===== config.mk =====
export PLATFORM = sky130hd
export DESIGN_NAME = tdm_demux_4ch
export DESIGN_NICKNAME = d
export VERILOG_FILES = /design/src/rtl/tdm_demux_4ch.sv
export SDC_FILE = /design/constraint.sdc
export NUM_CORES = 1
export LEC_CHECK = 0
export BUFFER_PORTS_ARGS = -buffer_cell sky130_fd_sc_hd__buf_2
export CAP_MARGIN = 10
export CORE_AREA = 10 10 47 49
export DETAILED_ROUTE_END_ITERATION = 8
export DIE_AREA = 0 0 57 59
export GPL_TIMING_DRIVEN = 0
export HOLD_SLACK_MARGIN = 0.05
export PLACE_DENSITY = 0.7
export SLEW_MARGIN = 40
export SYNTH_ARGS = -nofsm -noshare
export SYNTH_HDL_FRONTEND = slang
export SYNTH_SLANG_ARGS = --single-unit

===== constraint.sdc =====
create_clock -name clk -period 1.8 [get_ports clk]
set_clock_uncertainty 0.2 [all_clocks]
set_input_delay 0.54 -clock clk [delete_from_list [all_inputs] [get_ports clk]]
set_output_delay 0.54 -clock clk [all_outputs]
set_load 0.02 [all_outputs]

===== src/rtl/tdm_demux_4ch.sv =====
// Four-channel TDM receive demultiplexer with double-buffered parallel outputs.
// Optional build macro TDM_STICKY_ERR_EN makes sync_err hold until reset.
//
// state | meaning
// IDLE  | not aligned; waiting for a valid sample flagged by sof
// SYNC  | aligned; ch holds the channel expected next
module tdm_demux_4ch #(
   parameter int WIDTH = 1
) (
   input  logic             clk,
   input  logic             rst,
   input  logic [WIDTH-1:0] d,
   input  logic             valid,
   input  logic             sof,
   output logic [WIDTH-1:0] y0,
   output logic [WIDTH-1:0] y1,
   output logic [WIDTH-1:0] y2,
   output logic [WIDTH-1:0] y3,
   output logic             frame_valid,
   output logic             s1,
   output logic             s0,
   output logic             locked,
   output logic             sync_err
);

   typedef enum logic {IDLE = 1'b0, SYNC = 1'b1} state_t;

   state_t           state_q, state_d;
   logic [1:0]       ch_q, ch_d;
   logic [WIDTH-1:0] sh0_q, sh1_q, sh2_q;
   logic             ld_sh0, ld_sh1, ld_sh2, ld_y, err_evt;

   always_ff @(posedge clk) begin
      if (rst) begin
         state_q <= IDLE;
         ch_q    <= 2'd0;
      end else begin
         state_q <= state_d;
         ch_q    <= ch_d;
      end
   end

   always_comb begin
      state_d = state_q;
      ch_d    = ch_q;
      if (valid) begin
         case (state_q)
            IDLE: begin
               if (sof) begin
                  state_d = SYNC;
                  ch_d    = 2'd1;
               end
            end
            SYNC: begin
               if (sof) begin
                  ch_d = 2'd1;
               end else if (ch_q == 2'd0) begin
                  state_d = IDLE;
                  ch_d    = 2'd0;
               end else begin
                  ch_d = ch_q + 2'd1;
               end
            end
            default: begin
               state_d = IDLE;
               ch_d    = 2'd0;
            end
         endcase
      end
   end

   // Load strobes for the shadow and output banks, plus the alignment error event.
   always_comb begin
      ld_sh0  = 1'b0;
      ld_sh1  = 1'b0;
      ld_sh2  = 1'b0;
      ld_y    = 1'b0;
      err_evt = 1'b0;
      if (valid) begin
         case (state_q)
            IDLE: ld_sh0 = sof;
            SYNC: begin
               if (sof) begin
                  ld_sh0  = 1'b1;
                  err_evt = (ch_q != 2'd0);
               end else begin
                  case (ch_q)
                     2'd0:    err_evt = 1'b1;
                     2'd1:    ld_sh1  = 1'b1;
                     2'd2:    ld_sh2  = 1'b1;
                     default: ld_y    = 1'b1;
                  endcase
               end
            end
            default: ;
         endcase
      end
   end

   always_ff @(posedge clk) begin
      if (rst) begin
         sh0_q       <= '0;
         sh1_q       <= '0;
         sh2_q       <= '0;
         y0          <= '0;
         y1          <= '0;
         y2          <= '0;
         y3          <= '0;
         frame_valid <= 1'b0;
         sync_err    <= 1'b0;
      end else begin
         if (ld_sh0) sh0_q <= d;
         if (ld_sh1) sh1_q <= d;
         if (ld_sh2) sh2_q <= d;
         if (ld_y) begin
            y0 <= sh0_q;
            y1 <= sh1_q;
            y2 <= sh2_q;
            y3 <= d;
         end
         frame_valid <= ld_y;
`ifdef TDM_STICKY_ERR_EN
         sync_err <= sync_err | err_evt;
`else
         sync_err <= err_evt;
`endif
      end
   end

   assign s1     = ch_q[1];
   assign s0     = ch_q[0];
   assign locked = (state_q == SYNC);

endmodule


Yosys cells after proc, flatten, opt, wreduce, memory -nomap -nowiden
Cells that the tools add are included.

Register bits: 12. Logic and storage cells: 46.

$add $sub $neg: 1. Eq/ne operators: 3. Mux-type cells: 24. Bitwise gates (word level): 2. Reductions and logical operators: 5.

Operators with widths (number): 1-bit two-way mux (18); 2-bit two-way mux (3); 3-bit OR reduction (2); 1-bit case mux with 2 select lines (2); 2-bit case mux with 2 select lines (1); 2-bit by 1-bit adder with 2-bit output (second input constant) (1); 2-bit by 1-bit equality test with 1-bit output (second input constant) (1); 2-bit equality test (second input constant) (1); 2-bit logical NOT (1); 2-bit inequality test (second input constant) (1); 1-bit NOT (2); 2-bit AND reduction (1); 2-bit nonzero test (1).

Logic depth before layout (Yosys ltp)
Gate-level depths: netlist of run 1.

Depth after elaboration: 6. Mapped depth: 4.

Worst setup path after synthesis of run 1
OpenSTA, ideal clock, no wires.

Path kind: register -> register. Start point: register ch_q[0]. End point: register ch_q[0]. Library setup time: 119 ps. Data arrival time: 1183 ps. Data required time: 1481 ps. Setup slack: 299 ps. Cell stages (with the launch flop): 5. Path buffers: 0. Cells stage by stage: dfxtp_1 > inv_1 > ha_1 > or2_0 > o221a_2.

Longest elaborated chain between the ends: 4. Elaborated cells between the ends (all ways): 5. Those cells by class: add/sub (1); mux (3); reduce/logical (1).

Ends and longest elaborated chain: start: declaration (line 29) `logic [1:0] ch_q, ch_d;`; start signal: assignment (line 39) `ch_q <= ch_d;`; 2-bit by 1-bit adder with 2-bit output or 2-bit logical NOT (tied branches) (line 61, 57); 2-bit two-way mux * (line 57) `end else if (ch_q == 2'd0) begin`; 2-bit two-way mux * (line 55) `if (sof) begin`; 2-bit case mux with 2 select lines * (line 47) `case (state_q)`.

Every way passes the cells marked *; elsewhere a longest branch is shown, timed or not. A chain may end at the register's enable or synchronous reset.

Final worst setup path of run 1
Start point: register ch_q[0]. End point: output s0.

RTL lines: end: declaration (line 21) `output logic s0,`.

No word-level cell between the ends.

==> run summary, run 1 <==
Synth Warn #: 0
Arr. time, crit path: 870 ps
Setup ws final: 185.1 ps
Area grow syn2layout: 19.68%
# setup viols final: 0
Pin count of the biggest net entering global routing: 11
CP bufs+invs: 1
CTS tree: done
Class of the worst hold path: flip-flop to flip-flop
Highest clock rate: 619.2 MHz
DP HPWL: 841.7 um
Count of final hold-check violations: 0
DP Cell Count: 87
Antenna violations before repair: 0
Seq/Total Area, Yosys: 0.3895
Placeable Area: 0.001401 mm2
Crit. Startpoint: ch_q[0]
Crit path depth: 1
Crit. End Element: primary output
Syn Area/Cell: 10.64 um2
Post-synth top flop: dfxtp_1
Count of pins over their slew limit: 0
Post-CTS setup buffers: 0
Via count: 445
Nets: 87
I/O pin cnt: 14
Total wire length: 1104 um
M3 GR Usage: 0.04077
RR Endpoint: sync_err
CP top delay family: flip-flops
Vias in the first global route: 404
Most Used Layer, Global Route: met2
Worst Tran Pin Value: 236.5 ps
Clock latency on the worst-skew pair: 270 ps
Die span in x: 57 um
R2R cell count: 4
M1 GR Usage: 0.06996
Static leakage: 0.3567 nW
First DRT Iteration DRCs: 3
Pwr per Cell Area: 750.3 mW/mm2
Top post-synthesis cells by area: dfxtp_1 39%, ha_1 12%, mux2i_1 9.7%
Setup crit end: s0
Initial Util: 0.4402
Crit Path Max Fanout: 5
CP required: 1060 ps
RSZ-0062 raised after global routing: false
Syn nets: 69
Synthesized area: 616.8 um2
Num CTS Buffers: 3
Number of synthesized flops with an enable pin: 0
Row count: 14
Worst hold slack: 274.8 ps
Max-cap violations: 0
Final setup TNS: 0 ps
R2R Setup Slk: 380 ps
Share of layout cells above drive strength 1: 0.3333
Status: finished, final reports clean
Crit-path cells: buf_2
DIE HEIGHT: 59 um
FFs w/ async S/R, synth: 0
Routability cong.: 0.7582
Slew headroom: 0.8419
Remaining global-route overflow: 0
Clock root cell: clkbuf_4
Cell taking the most area after synthesis: dfxtp_1
Final ANT Viol Nets: 0
M2 GR Usage: 0.09302
Final min period: 1615 ps
Non-filler cells in the finished layout: 91
Slowest-stage cell, CP: dfxtp_1
Fin crit share: 0.8972
Pwr Total: 0.5539 mW
Clock transition at the registers of the reported paths: 80 ps
Synth cell types: 23
All-Layer GR Usage: 0.06475
Synthesis-stage register bit count: 12
Worst setup path class: flip-flop to primary output
Mapped Cells: 58
CTS sink count: 12
Post-synth top area share: 0.3895
Resize count post-CTS: 0
Hold Buf Count CTS: 0
ANT cells: 0
Peak supply drop: 449.5 uV
Via/cell ratio: 4.890
Die Footprint: 0.003363 mm2
Largest stage delay, worst path: 400 ps
Worst R2R Start: ch_q[1]
First-pass GRT wire length: 1704 um
DRC viols: 0
# H-tree levels: 1
WL per Instance: 12.13 um
Clk buf depth: 2
Drt pass-1 iters: 2
Number of port buffers: 13
Post-place setup slack: 247.4 ps
Hold_sp: y2
Setup crit start kind: flip-flop
[placed cells by master, fill, tap and decap left out, drive strengths merged, types with 2 or more instances in the layout]
master and count:
buf 17, dfxtp 12, nand2b 8, mux2i 6, ha 6, inv 5
clkbuf 4, nand4b 3, a21oi 2
[power by group]
part,total [mW],internal (mW),switching (mW),leakage (nW)
Sequential,0.275,0.271,0.00398,0.0973
Combinational,0.0618,0.0293,0.0325,0.238
Clock,0.218,0.123,0.0947,0.0210
Total,0.554,0.423,0.131,0.357
[flip-flops by register name, indices dropped and copies added (netlist names)]
name,count
locked,1
y1,1
sh2_q,1
ch_q,2
y0,1
sh0_q,1
y2,1
y3,1
sync_err,1
sh1_q,1
frame_valid,1
[Yosys cell counts, drive strengths merged, types with 2 or more instances]
cell type,instances
nand4b,3
inv,5
nand2b,8
ha,6
buf,4
a21oi,2
mux2i,6
dfxtp,12
[how the worst min path moves through the flow]
stage	endpoint	slack, ps	depth (start not counted)
finish	y2	270	2
global route	y2	300	2
CTS	y2	280	2
floorplan	y0	250	2
detailed placement	y0	260	2
global placement	y0	260	2
[metrics by stage]
stage,cell area (um2),util
2_1_floorplan,616.8,-
3_3_place_gp,701.9,0.5009
3_5_place_dp,701.9,0.5009
4_1_cts,738.2,0.5268
5_1_grt,738.2,0.5268
6_report,738.2,0.5268
[metal layers]
metal / vias to the layer above / part of all wire / wire length, um
met5: - / 0 / 0
met4: 0 / 0.024 / 27
met3: 4 / 0.091 / 101
met2: 11 / 0.42 / 464
met1: 196 / 0.46 / 510
li1: 234 / - / -
[kinds of logic after synthesis]
kind of cell	count (synthesis)	synth area share
buffers and inverters	9	0.08722
muxes	6	0.09737
and+or+nand+nor	18	0.2130
DFF	12	0.3895
adders and majority gates	6	0.1217
AOI/OAI and AO/OA	7	0.09129
[layout make-up]
type | count | area (um2)
fill | 133 | 663.1
sequential | 12 | 240.2
multi-input combinational | 37 | 322.8
buffer | 4 | 35.03
clock buffer | 4 | 36.28
timing repair buffer | 13 | 65.06
inverter | 5 | 18.77
tap | 16 | 20.02
(Power assumes the default switching activity.)
==> inputs of run 2 (changes only) <==
--- a/config.mk
+++ b/config.mk
@@ -8,10 +8,10 @@
 export BUFFER_PORTS_ARGS = -buffer_cell sky130_fd_sc_hd__buf_2
 export CAP_MARGIN = 10
 export CORE_AREA = 10 10 47 49
+export CTS_BUF_LIST = sky130_fd_sc_hd__clkbuf_4
 export DETAILED_ROUTE_END_ITERATION = 8
 export DIE_AREA = 0 0 57 59
 export GPL_TIMING_DRIVEN = 0
-export HOLD_SLACK_MARGIN = 0.05
 export PLACE_DENSITY = 0.7
 export SLEW_MARGIN = 40
 export SYNTH_ARGS = -nofsm -noshare
==> run 2 against run 1 <==
  * Worst hold slack worse by 0.72 ps
  * Cell count stayed put
  * Flip-flop and latch count unchanged
  * Cell area is 1.4% lower
  * Sequential power hardly changed
  * Clock power fell by 22%
  * Register-to-register slack is essentially flat
  * Clock-buffer cell count fell by 1
  * Maximum frequency increased by 0.42%
  * Total power down 8.6%
  * Critical path type unchanged
  * Largest power group unchanged
  * Highest routed layer unchanged
==> run summary, run 2 (synthesized netlist as in run 1, its figures left out) <==
Share of layout cells above drive strength 1: 0.3200 (-0.01333)
Final ANT Viol Nets: 0 (unchanged)
ANT cells: 0 (unchanged)
First-pass GRT wire length: 1752 um (+2.8%)
Sw Ratio: 0.2496 (+0.01273)
Static leakage: 0.3511 nW (-1.6%)
Crit-path cells: buf_2
Clock root cell: clkbuf_4
P_sw: 0.1264 mW (-3.7%)
Crit Path Max Fanout: 5 (unchanged)
CP bufs+invs: 1 (unchanged)
RSZ-0062 raised after global routing: false
Post-CTS setup buffers: 0 (unchanged)
Arr. time, crit path: 870 ps (about the same)
Clock latency on the worst-skew pair: 270 ps (about the same)
Combinational share of power: 0.123 (+0.011)
Final min period: 1608 ps (-6.675 ps)
DRC viols: 0 (unchanged)
All-Layer GR Usage: 0.06736 (+0.002608)
Max-cap violations: 0 (unchanged)
Pin count of the biggest net entering global routing: 11 (unchanged)
Total wire length: 1111 um (+0.63%)
DIE HEIGHT: 59 um (unchanged)
# fillers: 136 (+2.3%)
Highest clock rate: 621.8 MHz (+0.42%)
First DRT Iteration DRCs: 4 (+1)
Status: finished, final reports clean
Row count: 14 (unchanged)
Worst setup path class: flip-flop to primary output
Fin util: 0.5196 (-0.007143)
Pwr per Cell Area: 695.5 mW/mm2 (-7.3%)
Class of the worst hold path: flip-flop to flip-flop
Clock share of power: 0.335 (-0.058)
Post-place setup slack: 247.4 ps (unchanged)
Area grow syn2layout: 18.05%
Most frequent cells in the layout: 14 x buf_2, 12 x dfxtp_1, 8 x nand2b_1
Commonest non-fill, non-tap cell in the layout: buf_2
# setup viols final: 0 (unchanged)
Setup crit start kind: flip-flop
Power Internal: 0.3800 mW (-10%)
Antenna violations before repair: 0 (unchanged)
Worst hold slack: 274.1 ps (-0.7200 ps)
Clk buf depth: 2 (unchanged)
I/O pin cnt: 14 (unchanged)
Remaining global-route overflow: 0 (unchanged)
Count of final hold-check violations: 0 (unchanged)
Routability cong.: 0.7582 (unchanged)
Number of port buffers: 13 (unchanged)
Worst Tran Pin Value: 256.5 ps (+20.08 ps)
Count of pins over their slew limit: 0 (unchanged)
CTS tree: done
Setup ws final: 191.8 ps (+6.675 ps)
Drt pass-1 iters: 2 (unchanged)
Fin crit share: 0.8935 (-0.003708)
WL per Instance: 12.21 um (+0.63%)
Nets: 87 (unchanged)
Reg power frac: 0.542 (+0.046)
Placeable Area: 0.001401 mm2 (unchanged)
Die span in x: 57 um (unchanged)
Num CTS Buffers: 3 (unchanged)
Slowest-stage cell, CP: dfxtp_1
Register bank with the most flops: ch_q
CP top delay family: flip-flops
Via count: 449 (+0.90%)
CP required: 1060 ps (about the same)
Via/cell ratio: 4.934 (+0.90%)
Slew headroom: 0.8284 (-0.01343)
CTS sink count: 12 (unchanged)
DP HPWL: 841.7 um (unchanged)
Resize count post-CTS: 0 (unchanged)
Final setup TNS: 0 ps (unchanged)
Largest stage delay, worst path: 400 ps (about the same)
Die Footprint: 0.003363 mm2 (unchanged)
Initial Util: 0.4402 (unchanged)
Largest register FFs: 2 (unchanged)
Hold Buf Count CTS: 0 (unchanged)
Crit. End Element: primary output
Vias in the first global route: 416 (+3.0%)
# H-tree levels: 1 (unchanged)
Peak supply drop: 355.7 uV (-21%)
Clock transition at the registers of the reported paths: 70 ps (about the same)
==> run 2: layout make-up <==
class | instances | area, um2 | share of cell area
Clock inverter | 1 | 3.754 | 0.005155
Buffer | 4 | 35.03 | 0.04811
Tap cell | 16 | 20.02 | 0.02749
Timing Repair Buffer | 13 | 65.06 | 0.08935
Sequential cell | 12 | 240.2 | 0.3299
Multi-Input combinational cell | 37 | 322.8 | 0.4433
Clock buffer | 3 | 22.52 | 0.03093
Inverter | 5 | 18.77 | 0.02577
==> run 2: worst reg2reg max path, delay by kind of cell, from the launching register on <==
family	cells	cell delay (ps)
flip-flops	1	400
adder cells (fa/ha/maj)	2	480
buffers and inverters	1	100
AND/OR/NAND/NOR	1	170
==> run 2: power groups by stage <==
stage	clock network, mW	registers (mW)	logic, mW
3_5_place_dp	0	0.281	0.0627
6_report	0.170	0.275	0.0622
2_1_floorplan	0	0.286	0.0398
4_1_cts	0.176	0.275	0.0627
5_1_grt	0.197	0.276	0.0686
3_3_place_gp	0	0.281	0.0619
==> run 2: worst paths after layout <==
| kind | start | to | slack, ps | depth (start not counted) |
|---|---|---|---|---|
| setup / recovery | ch_q[0] | s0 | 190 | 1 |
| hold / removal | sh0_q | y0 | 270 | 2 |
| setup reg to reg | ch_q[1] | sync_err | 380 | 4 |
| hold reg to reg | sh0_q | y0 | 270 | 2 |
==> run 2: stage by stage <==
step / cell area, um2 / total power, mW / instances
floorplan: 616.8 / 0.3256 / 58
global placement: 701.9 / 0.3426 / 87
detailed placement: 701.9 / 0.3435 / 87
CTS: 728.2 / 0.5137 / 91
global route: 728.2 / 0.5410 / 91
finish: 728.2 / 0.5065 / 91
==> run 2: layer usage <==
| metal | GRT usage | wire length, um | part of all wire | vias to the layer above |
|---|---|---|---|---|
| met5 | 0 | 0 | 0 | - |
| met4 | 0.05034 | 31 | 0.028 | 0 |
| met3 | 0.04721 | 100 | 0.090 | 4 |
| met2 | 0.09457 | 466 | 0.42 | 11 |
| met1 | 0.06876 | 513 | 0.46 | 200 |
| li1 | - | - | - | 234 |
==> inputs of run 3 (changes only) <==
--- a/config.mk
+++ b/config.mk
@@ -5,14 +5,13 @@
 export SDC_FILE = /design/constraint.sdc
 export NUM_CORES = 1
 export LEC_CHECK = 0
-export BUFFER_PORTS_ARGS = -buffer_cell sky130_fd_sc_hd__buf_2
 export CAP_MARGIN = 10
 export CORE_AREA = 10 10 47 49
 export CTS_BUF_LIST = sky130_fd_sc_hd__clkbuf_4
 export DETAILED_ROUTE_END_ITERATION = 8
 export DIE_AREA = 0 0 57 59
+export DONT_BUFFER_PORTS = 1
 export GPL_TIMING_DRIVEN = 0
-export PLACE_DENSITY = 0.7
 export SLEW_MARGIN = 40
 export SYNTH_ARGS = -nofsm -noshare
 export SYNTH_HDL_FRONTEND = slang
==> run 3 against run 2 <==
  * Total power down 3.6%
  * Clock power fell by 6%
  * Die area is the same
  * Core utilization decreased by 4.9 points
  * Via count shrank 9.1%
  * Flip-flop and latch count stayed put
  * Largest power group unchanged
  * Highest routed layer unchanged
==> run summary, run 3 (synthesized netlist as in run 1, its figures left out) <==
Status: finished, final reports clean
Num CTS Buffers: 3 (unchanged)
Worst Tran Pin Value: 359.7 ps (+103.1 ps)
DIE HEIGHT: 59 um (unchanged)
Largest register FFs: 2 (unchanged)
DRC viols: 0 (unchanged)
Register Area: 240.2 um2 (unchanged)
Clk buf depth: 2 (unchanged)
Die span in x: 57 um (unchanged)
Hold Buf Count CTS: 0 (unchanged)
Worst hold slack: 218.2 ps (-55.95 ps)
Total wire length: 1119 um (+0.72%)
Final ANT Viol Nets: 0 (unchanged)
Drt pass-1 iters: 2 (unchanged)
Crit Path Max Fanout: 5 (unchanged)
CTS tree: done
Most frequent cells in the layout: 12 x dfxtp_1, 8 x nand2b_1, 6 x mux2i_1, 6 x ha_1, 5 x inv_1
Die Footprint: 0.003363 mm2 (unchanged)
WL per Instance: 14.53 um (+19%)
CTS sink count: 12 (unchanged)
Initial Util: 0.4402 (unchanged)
Vias in the first global route: 378 (-9.1%)
I/O pin cnt: 14 (unchanged)
Post-place setup slack: 175.0 ps (-72.44 ps)
Count of final hold-check violations: 0 (unchanged)
Slowest-stage cell, CP: dfxtp_1
Largest stage delay, worst path: 540 ps (+140 ps)
Area grow syn2layout: 6.896%
Count of pins over their slew limit: 0 (unchanged)
DP HPWL: 839.5 um (-0.26%)
Clock root cell: clkbuf_4
Antenna violations before repair: 0 (unchanged)
First-pass GRT wire length: 1773 um (+1.2%)
Arr. time, crit path: 1620 ps (+750 ps)
Area of the multi-input gates: 322.8 um2 (unchanged)
# fillers: 139 (+2.2%)
Via/cell ratio: 5.299 (+7.4%)
Number of port buffers: 0 (-13)
Nets: 74 (-15%)
Static leakage: 0.2848 nW (-19%)
CP required: 1790 ps (+730 ps)
Worst setup path class: flip-flop to flip-flop
Setup ws final: 173.6 ps (-18.21 ps)
Post-CTS setup buffers: 0 (unchanged)
Slew headroom: 0.7599 (-0.06854)
All-Layer GR Usage: 0.06840 (+0.001036)
Row count: 14 (unchanged)
CP bufs+invs: 1 (unchanged)
Share of layout cells above drive strength 1: 0.1803 (-0.1397)
# setup viols final: 0 (unchanged)
Max-cap violations: 0 (unchanged)
Peak supply drop: 357.8 uV (+0.58%)
RSZ-0062 raised after global routing: false
First DRT Iteration DRCs: 7 (+3)
Routability cong.: 0.6695 (-12%)
Final min period: 1626 ps (+18.21 ps)
Cell mode on critical path: ha_1
Clock latency on the worst-skew pair: 270 ps (about the same)
Fin crit share: 0.9036 (+0.01012)
Resize count post-CTS: 0 (unchanged)
Clock transition at the registers of the reported paths: 70 ps (about the same)
Via count: 408 (-9.1%)
Crit-path cells: inv_1 -> ha_1 -> ha_1 -> nor3_1
Commonest non-fill, non-tap cell in the layout: dfxtp_1
Setup crit start kind: flip-flop
# H-tree levels: 1 (unchanged)
Placeable Area: 0.001401 mm2 (unchanged)
Highest clock rate: 614.8 MHz (-1.1%)
Remaining global-route overflow: 0 (unchanged)
ANT cells: 0 (unchanged)
Class of the worst hold path: input port to flip-flop
Pwr Total: 0.4882 mW (-3.6%)
Pwr per Cell Area: 740.4 mW/mm2 (+6.5%)
Register bank with the most flops: ch_q
CP top delay family: flip-flops
Final setup TNS: 0 ps (unchanged)
Fin util: 0.4705 (-0.04911)
Pin count of the biggest net entering global routing: 11 (unchanged)
Crit. End Element: flip-flop
[run 3: changes by cell type in the layout (fill, tap and decap cells not counted), sizes merged]
cell and delta:
buf -13, clkinv -1
[run 3: metal layers]
layer	part of all wire	track usage
met5	0	0
met4	0.013	0.03020
met3	0.11	0.05579
met2	0.46	0.09922
met1	0.41	0.07041
[run 3: stage by stage]
| stage | std cells | instance area, um2 |
|---|---|---|
| finish | 77 | 659.4 |
| global route | 77 | 659.4 |
| CTS | 77 | 659.4 |
| detailed placement | 74 | 636.9 |
| global placement | 74 | 636.9 |
| floorplan | 58 | 616.8 |
[run 3: layout make-up]
class / count / area share
buffer: 4 / 0.05313
clock buffer: 3 / 0.03416
inverter: 5 / 0.02846
multi-input combinational: 37 / 0.4896
sequential: 12 / 0.3643
tap: 16 / 0.03036
[run 3: report_power, final]
part	switching, mW	leakage [nW]	internal, mW
clock	0.0830	0.0138	0.0774
sequential	0.0104	0.0973	0.271
combinational	0.0231	0.174	0.0237
total	0.116	0.285	0.372
[run 3: path summary, 6_finish.rpt]
path,start,end,slack [ps],cells past startpoint
setup / recovery,ch_q[1],sync_err,170,4
hold / removal,d,sh0_q,220,2
setup reg to reg,ch_q[1],sync_err,170,4
hold reg to reg,sh0_q,y0,270,2
